[src/rtl/spi_target_if.sv]
// spi_target_if: bundles the SPI pins and the host-side rx/tx word interface
// of the SPI responder. The slave modport is the responder's view; the master
// modport is the view of whatever drives it (an SPI initiator plus host logic).
interface spi_target_if #(
  parameter int DATA_WIDTH = 8
);

  // SPI pins
  logic                  sck;
  logic                  csn;
  logic                  mosi;
  logic                  miso;
  logic                  miso_oe;

  // Host-side word interface and status
  logic [DATA_WIDTH-1:0] rx_data;
  logic                  rx_valid;
  logic [DATA_WIDTH-1:0] tx_data;
  logic                  tx_valid;
  logic                  tx_ready;
  logic                  tx_underrun;
  logic                  frame_err;
  logic                  busy;

  modport slave (
    input  sck, csn, mosi, tx_data, tx_valid,
    output miso, miso_oe, rx_data, rx_valid, tx_ready, tx_underrun, frame_err, busy
  );

  modport master (
    output sck, csn, mosi, tx_data, tx_valid,
    input  miso, miso_oe, rx_data, rx_valid, tx_ready, tx_underrun, frame_err, busy
  );

endinterface

[src/rtl/spi_target.sv]
// spi_target: SPI mode-0 responder (CPOL=0, CPHA=0, active-low chip select).
// SCK/CSN/MOSI are oversampled in the clk domain; MOSI is deserialized into
// DATA_WIDTH-bit words and a one-entry tx buffer feeds the MISO shifter, MSB
// first. When the buffer is empty at a word load, FILL_VALUE is shifted out and
// tx_underrun pulses.
// Optional feature macro: SPI_TARGET_ECHO_EN -- when defined, an empty-buffer
// load shifts out the last completed rx word instead of FILL_VALUE.
module spi_target #(
  parameter int                    DATA_WIDTH  = 8,
  parameter int                    SYNC_STAGES = 2,
  parameter logic [DATA_WIDTH-1:0] FILL_VALUE  = {DATA_WIDTH{1'b1}}
) (
  input logic         clk,
  input logic         rst,
  spi_target_if.slave bus
);

  localparam int                CNT_W    = $clog2(DATA_WIDTH);
  localparam logic [CNT_W-1:0]  LAST_BIT = CNT_W'(DATA_WIDTH - 1);

  typedef enum logic {
    IDLE,
    SHIFT
  } state_t;

  // ---------------------------------------------------------------------------
  // Input synchronizers and edge detection
  // ---------------------------------------------------------------------------
  logic [SYNC_STAGES-1:0] sck_sync;
  logic [SYNC_STAGES-1:0] csn_sync;
  logic [SYNC_STAGES-1:0] mosi_sync;
  logic                   sck_d;
  logic                   csn_d;

  logic sck_s;
  logic csn_s;
  logic mosi_s;
  logic sck_rise;
  logic sck_fall;
  logic csn_rise;
  logic csn_fall;

  // Synchronize the asynchronous SPI pins and keep one extra delayed copy of sck/csn.
  always_ff @(posedge clk or posedge rst) begin
    if (rst) begin
      // NOTE: the csn chain resets to the deselected level (1) so that leaving
      // reset with csn high never looks like a chip-select falling edge.
      sck_sync  <= '0;
      csn_sync  <= '1;
      mosi_sync <= '0;
      sck_d     <= 1'b0;
      csn_d     <= 1'b1;
    end else begin
      // NOTE: non-blocking assignments let every flop sample the pre-edge value,
      // which is what makes this a shift chain rather than a single flop.
      sck_sync  <= {sck_sync[SYNC_STAGES-2:0], bus.sck};
      csn_sync  <= {csn_sync[SYNC_STAGES-2:0], bus.csn};
      mosi_sync <= {mosi_sync[SYNC_STAGES-2:0], bus.mosi};
      sck_d     <= sck_sync[SYNC_STAGES-1];
      csn_d     <= csn_sync[SYNC_STAGES-1];
    end
  end

  assign sck_s    = sck_sync[SYNC_STAGES-1];
  assign csn_s    = csn_sync[SYNC_STAGES-1];
  assign mosi_s   = mosi_sync[SYNC_STAGES-1];
  assign sck_rise =  sck_s & ~sck_d;
  assign sck_fall = ~sck_s &  sck_d;
  assign csn_rise =  csn_s & ~csn_d;
  assign csn_fall = ~csn_s &  csn_d;

  // ---------------------------------------------------------------------------
  // Frame state machine
  // ---------------------------------------------------------------------------
  state_t state;
  state_t state_next;

  logic                  start_frame;   // csn fell while idle
  logic                  end_frame;     // csn rose while shifting
  logic                  rx_bit;        // sample mosi on this sck rise
  logic                  tx_reload;     // sck fall after a completed word
  logic                  tx_advance;    // ordinary sck fall: shift tx left

  logic [CNT_W-1:0]      bit_cnt;
  logic                  reload_pending;
  logic [DATA_WIDTH-1:0] rx_shift;
  logic [DATA_WIDTH-1:0] tx_shift;
  logic [DATA_WIDTH-1:0] rx_data;
  logic                  rx_valid;
  logic                  tx_underrun;
  logic                  frame_err;

  logic [DATA_WIDTH-1:0] tx_buf;
  logic                  buf_full;

  logic                  tx_load;
  logic                  consume;
  logic                  word_done;
  logic [DATA_WIDTH-1:0] empty_word;
  logic [DATA_WIDTH-1:0] load_word;
  logic [DATA_WIDTH-1:0] rx_word_next;

  // State register.
  always_ff @(posedge clk or posedge rst) begin
    if (rst) begin
      state <= IDLE;
    end else begin
      state <= state_next;
    end
  end

  // Next-state and per-clk event decode; any sck edge coinciding with a csn edge is dropped.
  always_comb begin
    // NOTE: every output of this block gets a default first, so no path can
    // leave one unassigned and infer a latch.
    state_next  = state;
    start_frame = 1'b0;
    end_frame   = 1'b0;
    rx_bit      = 1'b0;
    tx_reload   = 1'b0;
    tx_advance  = 1'b0;
    unique case (state)
      IDLE: begin
        if (csn_fall) begin
          state_next  = SHIFT;
          start_frame = 1'b1;
        end
      end
      SHIFT: begin
        if (csn_rise) begin
          state_next = IDLE;
          end_frame  = 1'b1;
        end else if (!csn_fall) begin
          if (sck_rise) begin
            rx_bit = 1'b1;
          end else if (sck_fall) begin
            if (reload_pending) begin
              tx_reload = 1'b1;
            end else begin
              tx_advance = 1'b1;
            end
          end
        end
      end
      default: state_next = IDLE;
    endcase
  end

  // Word-load source: buffered word if present, otherwise the empty-buffer word.
`ifdef SPI_TARGET_ECHO_EN
  assign empty_word = rx_data;
`else
  assign empty_word = FILL_VALUE;
`endif

  assign tx_load      = start_frame | tx_reload;
  assign consume      = tx_load & buf_full;
  assign load_word    = buf_full ? tx_buf : empty_word;
  assign word_done    = rx_bit && (bit_cnt == LAST_BIT);
  assign rx_word_next = {rx_shift[DATA_WIDTH-2:0], mosi_s};

  // ---------------------------------------------------------------------------
  // Datapath: bit counter, shifters, received word and status pulses
  // ---------------------------------------------------------------------------

  // Receive side: shift mosi in on sck rises, publish each completed word.
  always_ff @(posedge clk or posedge rst) begin
    if (rst) begin
      bit_cnt        <= '0;
      rx_shift       <= '0;
      rx_data        <= '0;
      rx_valid       <= 1'b0;
      reload_pending <= 1'b0;
    end else begin
      rx_valid <= 1'b0;
      if (start_frame || end_frame) begin
        // A frame always starts on a word boundary; a partial word at csn
        // release is thrown away and rx_data keeps its last complete value.
        bit_cnt        <= '0;
        rx_shift       <= '0;
        reload_pending <= 1'b0;
      end else if (rx_bit) begin
        rx_shift <= rx_word_next;
        if (word_done) begin
          bit_cnt        <= '0;
          rx_data        <= rx_word_next;
          rx_valid       <= 1'b1;
          reload_pending <= 1'b1;
        end else begin
          bit_cnt <= bit_cnt + 1'b1;
        end
      end else if (tx_reload) begin
        reload_pending <= 1'b0;
      end
    end
  end

  // Transmit shifter: load at frame start and after each word, shift on other sck falls.
  always_ff @(posedge clk or posedge rst) begin
    if (rst) begin
      tx_shift <= '0;
    end else if (end_frame) begin
      // A loaded but unsent word is dropped, never pushed back into the buffer.
      tx_shift <= '0;
    end else if (tx_load) begin
      tx_shift <= load_word;
    end else if (tx_advance) begin
      tx_shift <= {tx_shift[DATA_WIDTH-2:0], 1'b0};
    end
  end

  // One-entry tx buffer; a consume in the same clk as a write sees the old (empty) state.
  always_ff @(posedge clk or posedge rst) begin
    if (rst) begin
      tx_buf   <= '0;
      buf_full <= 1'b0;
    end else if (bus.tx_valid && !buf_full) begin
      tx_buf   <= bus.tx_data;
      buf_full <= 1'b1;
    end else if (consume) begin
      buf_full <= 1'b0;
    end
  end

  // Single-clk status pulses for empty-buffer loads and mid-word deselects.
  always_ff @(posedge clk or posedge rst) begin
    if (rst) begin
      tx_underrun <= 1'b0;
      frame_err   <= 1'b0;
    end else begin
      tx_underrun <= tx_load & ~buf_full;
      frame_err   <= end_frame && (bit_cnt != '0);
    end
  end

  // ---------------------------------------------------------------------------
  // Outputs
  // ---------------------------------------------------------------------------
  assign bus.miso_oe     = (state == SHIFT);
  assign bus.miso        = (state == SHIFT) & tx_shift[DATA_WIDTH-1];
  assign bus.rx_data     = rx_data;
  assign bus.rx_valid    = rx_valid;
  assign bus.tx_ready    = ~buf_full;
  assign bus.tx_underrun = tx_underrun;
  assign bus.frame_err   = frame_err;
  assign bus.busy        = ~csn_s;

endmodule

[src/flat_wrapper.sv]
// flat-port wrapper written by rule: the top's interface ports become plain ports
module spi_target_flat 
#(
  parameter int                    DATA_WIDTH  = 8,
  parameter int                    SYNC_STAGES = 2,
  parameter logic [DATA_WIDTH-1:0] FILL_VALUE  = {DATA_WIDTH{1'b1}}
)
  (clk, rst, bus_sck, bus_csn, bus_mosi, bus_tx_data, bus_tx_valid, bus_miso, bus_miso_oe, bus_rx_data, bus_rx_valid, bus_tx_ready, bus_tx_underrun, bus_frame_err, bus_busy);
  spi_target_if #(.DATA_WIDTH(DATA_WIDTH)) bus_i ();
  input logic clk;
  input logic rst;
  input wire logic [$bits(bus_i.sck)-1:0] bus_sck;
  input wire logic [$bits(bus_i.csn)-1:0] bus_csn;
  input wire logic [$bits(bus_i.mosi)-1:0] bus_mosi;
  input wire logic [$bits(bus_i.tx_data)-1:0] bus_tx_data;
  input wire logic [$bits(bus_i.tx_valid)-1:0] bus_tx_valid;
  output wire logic [$bits(bus_i.miso)-1:0] bus_miso;
  output wire logic [$bits(bus_i.miso_oe)-1:0] bus_miso_oe;
  output wire logic [$bits(bus_i.rx_data)-1:0] bus_rx_data;
  output wire logic [$bits(bus_i.rx_valid)-1:0] bus_rx_valid;
  output wire logic [$bits(bus_i.tx_ready)-1:0] bus_tx_ready;
  output wire logic [$bits(bus_i.tx_underrun)-1:0] bus_tx_underrun;
  output wire logic [$bits(bus_i.frame_err)-1:0] bus_frame_err;
  output wire logic [$bits(bus_i.busy)-1:0] bus_busy;
  assign bus_i.sck = bus_sck;
  assign bus_i.csn = bus_csn;
  assign bus_i.mosi = bus_mosi;
  assign bus_i.tx_data = bus_tx_data;
  assign bus_i.tx_valid = bus_tx_valid;
  assign bus_miso = bus_i.miso;
  assign bus_miso_oe = bus_i.miso_oe;
  assign bus_rx_data = bus_i.rx_data;
  assign bus_rx_valid = bus_i.rx_valid;
  assign bus_tx_ready = bus_i.tx_ready;
  assign bus_tx_underrun = bus_i.tx_underrun;
  assign bus_frame_err = bus_i.frame_err;
  assign bus_busy = bus_i.busy;
  spi_target #(.DATA_WIDTH(DATA_WIDTH), .SYNC_STAGES(SYNC_STAGES), .FILL_VALUE(FILL_VALUE)) u_core (.clk(clk), .rst(rst), .bus(bus_i));
endmodule
[config.mk]
export PLATFORM = sky130hd
export DESIGN_NAME = spi_target_flat
export DESIGN_NICKNAME = d
export VERILOG_FILES = /design/src/rtl/spi_target_if.sv /design/src/rtl/spi_target.sv /design/src/flat_wrapper.sv
export SDC_FILE = /design/constraint.sdc
export NUM_CORES = 1
export LEC_CHECK = 0
export ABC_AREA = 1
export ABC_CLOCK_PERIOD_IN_PS = 2000
export CAP_MARGIN = 20
export CORE_AREA = 3 3 56 84
export DETAILED_ROUTE_END_ITERATION = 16
export DIE_AREA = 0 0 59 87
export GPL_TIMING_DRIVEN = 0
export PLACE_DENSITY = 0.72
export SYNTH_ARGS = -nofsm -noshare
export SYNTH_HDL_FRONTEND = slang
export SYNTH_SLANG_ARGS = --single-unit
[constraint.sdc]
create_clock -name clk -period 2 [get_ports clk]
set_input_delay 0.2 -clock clk [delete_from_list [all_inputs] [get_ports clk]]
set_output_delay 0.2 -clock clk [all_outputs]
set_load 0.1 [all_outputs]
==> metrics.cfg <==
[yosys]
synth_most_common_cell=nand2_1
synth_top_area_share=0.565
synth_edf_count=0
yosysWarnings=0
synth.area.top_cells=dfrtp_1, nand2_1, inv_1, o21ai_0, dfstp_2
ys_ff_latch=48
synth_ff_type=dfrtp_1
syn_nets=215
ys_async_sr_fraction=1.00
synthTopCellsByCount=nand2_1, dfrtp_1, inv_1, o21ai_0, nor2_1
yosys.area.top_type=dfrtp_1
synth_area_sq_mm=0.00199
synth.distinct_cells=25
ys_seq_area_frac=0.605
synthCells=198
syn_avg_cell_area_sq_um=10.1

[routing]
vias=1367
ant_nets=0
drc=0
first_iter_violations=21
vias_per_cell=4.88
wl_mm=3.32
drtPass1Iterations=4
drt-wirelength-per-cell_microns=11.9

[setup_path]
crit_chain=clkdlybuf4s50_1
slowest_delay_ns=1.12
cpMaxStageDelayCell=clkdlybuf4s50_1
critPathArrivalTime_ns=1.74
cp_top_family=buffers and inverters
path_buf_inv=1
worstSetupStartpointType=flop
crit_fanout=1
cp_data_required_time_ns=1.80
path_class=flop to output pin
end_kind=output pin

[clock_tree]
cts_tree=built
post_cts_buffers=0
cts_sinks=48
htree_levels=2
clk_pin_slew_ns=0.08
ctsHoldBuffers=0
clock_latency_ns=0.30
cts_buffers=5
clock_path_buffers=2
cts_root_buf=clkbuf_8

[layout]
drive_above_1_share=0.162
seqCellArea_sq_mm=0.00120
num-fill-cells=375
fin_cells=280
multi_input_area_sq_um=662
num_antenna_cells=0
nets=251
area_growth_pct=22.6

[timing]
hold_viol_final=0
timing.slew.headroom=0.351
rsz0062_at_grt=false
fin_hold_ws_ns=0.219
worstMarginPinSlew_ns=0.977
layout_setup_ws_ns=0.0592
finalCriticalPeriod_ns=1.94
setup_viol=0
fin_crit_sh=0.970
slew_violations=0
skew_ns=0.00529
max_freq_ghz=0.515

[pwr]
p_per_area_mw_per_mm2=986
ir_worst_vdd_uv=870
total_leakage_power_nw=1.36

[run]
maxCapViolations=0

[placement]
port_buffers=28
place_congestion=0.729
post-place-ws_ns=0.0404
dp.cells=272
dp_hpwl_mm=2.46

[die]
core_area_sq_mm=0.00399
row_count=28
dieArea_sq_mm=0.00513
fp.dieH_microns=87
io_pins=29
initial_core_util=0.499
chipWidth_microns=59

[hold_path]
holdCritPathClass=primary input to async pin

[grt]
grt_max_degree=28
grt.overflow.total=0
grt_antenna_before_repair=0
grt_usage=0.157
grt_pass1_wl_mm=6.17
grt_pass1_vias=1470

[outcome]
status=complete, no violations

kinds of logic (layout without fill, tap and decap cells):
family,Yosys count,count (layout),synth area share
AND/OR/NAND/NOR,78,78,0.187
flip-flops,48,48,0.605
AO/OA/AOI/OAI,31,31,0.0867
buffers and inverters,31,68,0.0628
multiplexers,7,7,0.0396
adder cells (fa/ha/maj),3,3,0.0188
layout by cell type, fill, tap and decap left out, types with 3 or more instances in the layout:
master / count
nand2_2: 5
nand2_1: 47
dfstp_2: 3
nor2_1: 9
dfrtp_1: 45
o21ai_0: 17
inv_1: 23
dlymetal6s2s_1: 7
inv_2: 5
mux2_2: 7
clkdlybuf4s50_1: 15
nand3_1: 5
o22ai_1: 5
dlygate4sd2_1: 4
clkbuf_8: 6
nand3b_1: 6
ha_1: 3
o21ai_1: 4
area by class of cell:
class                   count  share of cell area
flip-flops and latches     48               0.494
multi-input cells         119               0.271
repair buffers             29               0.124
inverters                  29              0.0446
clock buffers               8              0.0369
well taps                  45              0.0231
plain buffers               2             0.00666
final timing paths:
path | startpoint | end | slack [ns] | depth (start not counted)
setup reg to reg | u_core.csn_sync[1]$_DFF_PP1_ | u_core.tx_shift[4]$_DFFE_PP0P_ | 0.47 | 7
setup / recovery | u_core.bus.rx_valid$_DFF_PP0_ | bus_rx_valid | 0.06 | 1
hold reg to reg | u_core.mosi_sync[0]$_DFF_PP0_ | u_core.mosi_sync[1]$_DFF_PP0_ | 0.35 | 0
max in group asynchronous | rst | u_core.mosi_sync[0]$_DFF_PP0_ | 1.29 | 3
min in group clk | bus_csn | u_core.csn_sync[0]$_DFF_PP1_ | 0.31 | 1
hold / removal | rst | u_core.tx_shift[4]$_DFFE_PP0P_ | 0.22 | 2
repair_timing:
item | 4_1_cts | 5_1_grt
cloned | 0 | 0
endpoints found under the setup margin | 6 | 9
resized for setup | 7 | 10
per-stage QoR:
step | setup TNS, ns | util | instance area, sq um | power [mW]
5_1_grt | 0 | 0.611 | 2440 | 2.57
3_5_place_dp | 0 | 0.588 | 2350 | 1.87
4_1_cts | 0 | 0.609 | 2430 | 2.45
2_1_floorplan | 0 | - | 1990 | 1.72
6_report | 0 | 0.611 | 2440 | 2.41
3_3_place_gp | -10.48 | 0.583 | 2330 | 1.86
power by group:
part / switching (mW) / total, mW / internal, mW / leakage [nW]
registers: 0.0792 / 1.22 / 1.15 / 0.610
logic: 0.391 / 0.603 / 0.212 / 0.704
clock network: 0.297 / 0.579 / 0.282 / 0.0455
total: 0.767 / 2.41 / 1.64 / 1.36
registers in the layout, summed over array words and instances, names as in the netlist, 2 cells and up:
name,flops
u_core.mosi_sync,2
u_core.sck_sync,2
u_core.bus.rx_data,8
u_core.rx_shift,7
u_core.tx_shift,8
u_core.csn_sync,2
u_core.tx_buf,8
u_core.bit_cnt,3
layer usage:
metal  vias up  global-route usage  wire length [microns]
met5         -                   0                      0
met4         0              0.0660                     69
met3         7              0.0356                    136
met2        26               0.290                   1820
met1       634               0.166                   1300
li1        700                   -                      -
Power figures use the tool's default switching activity.
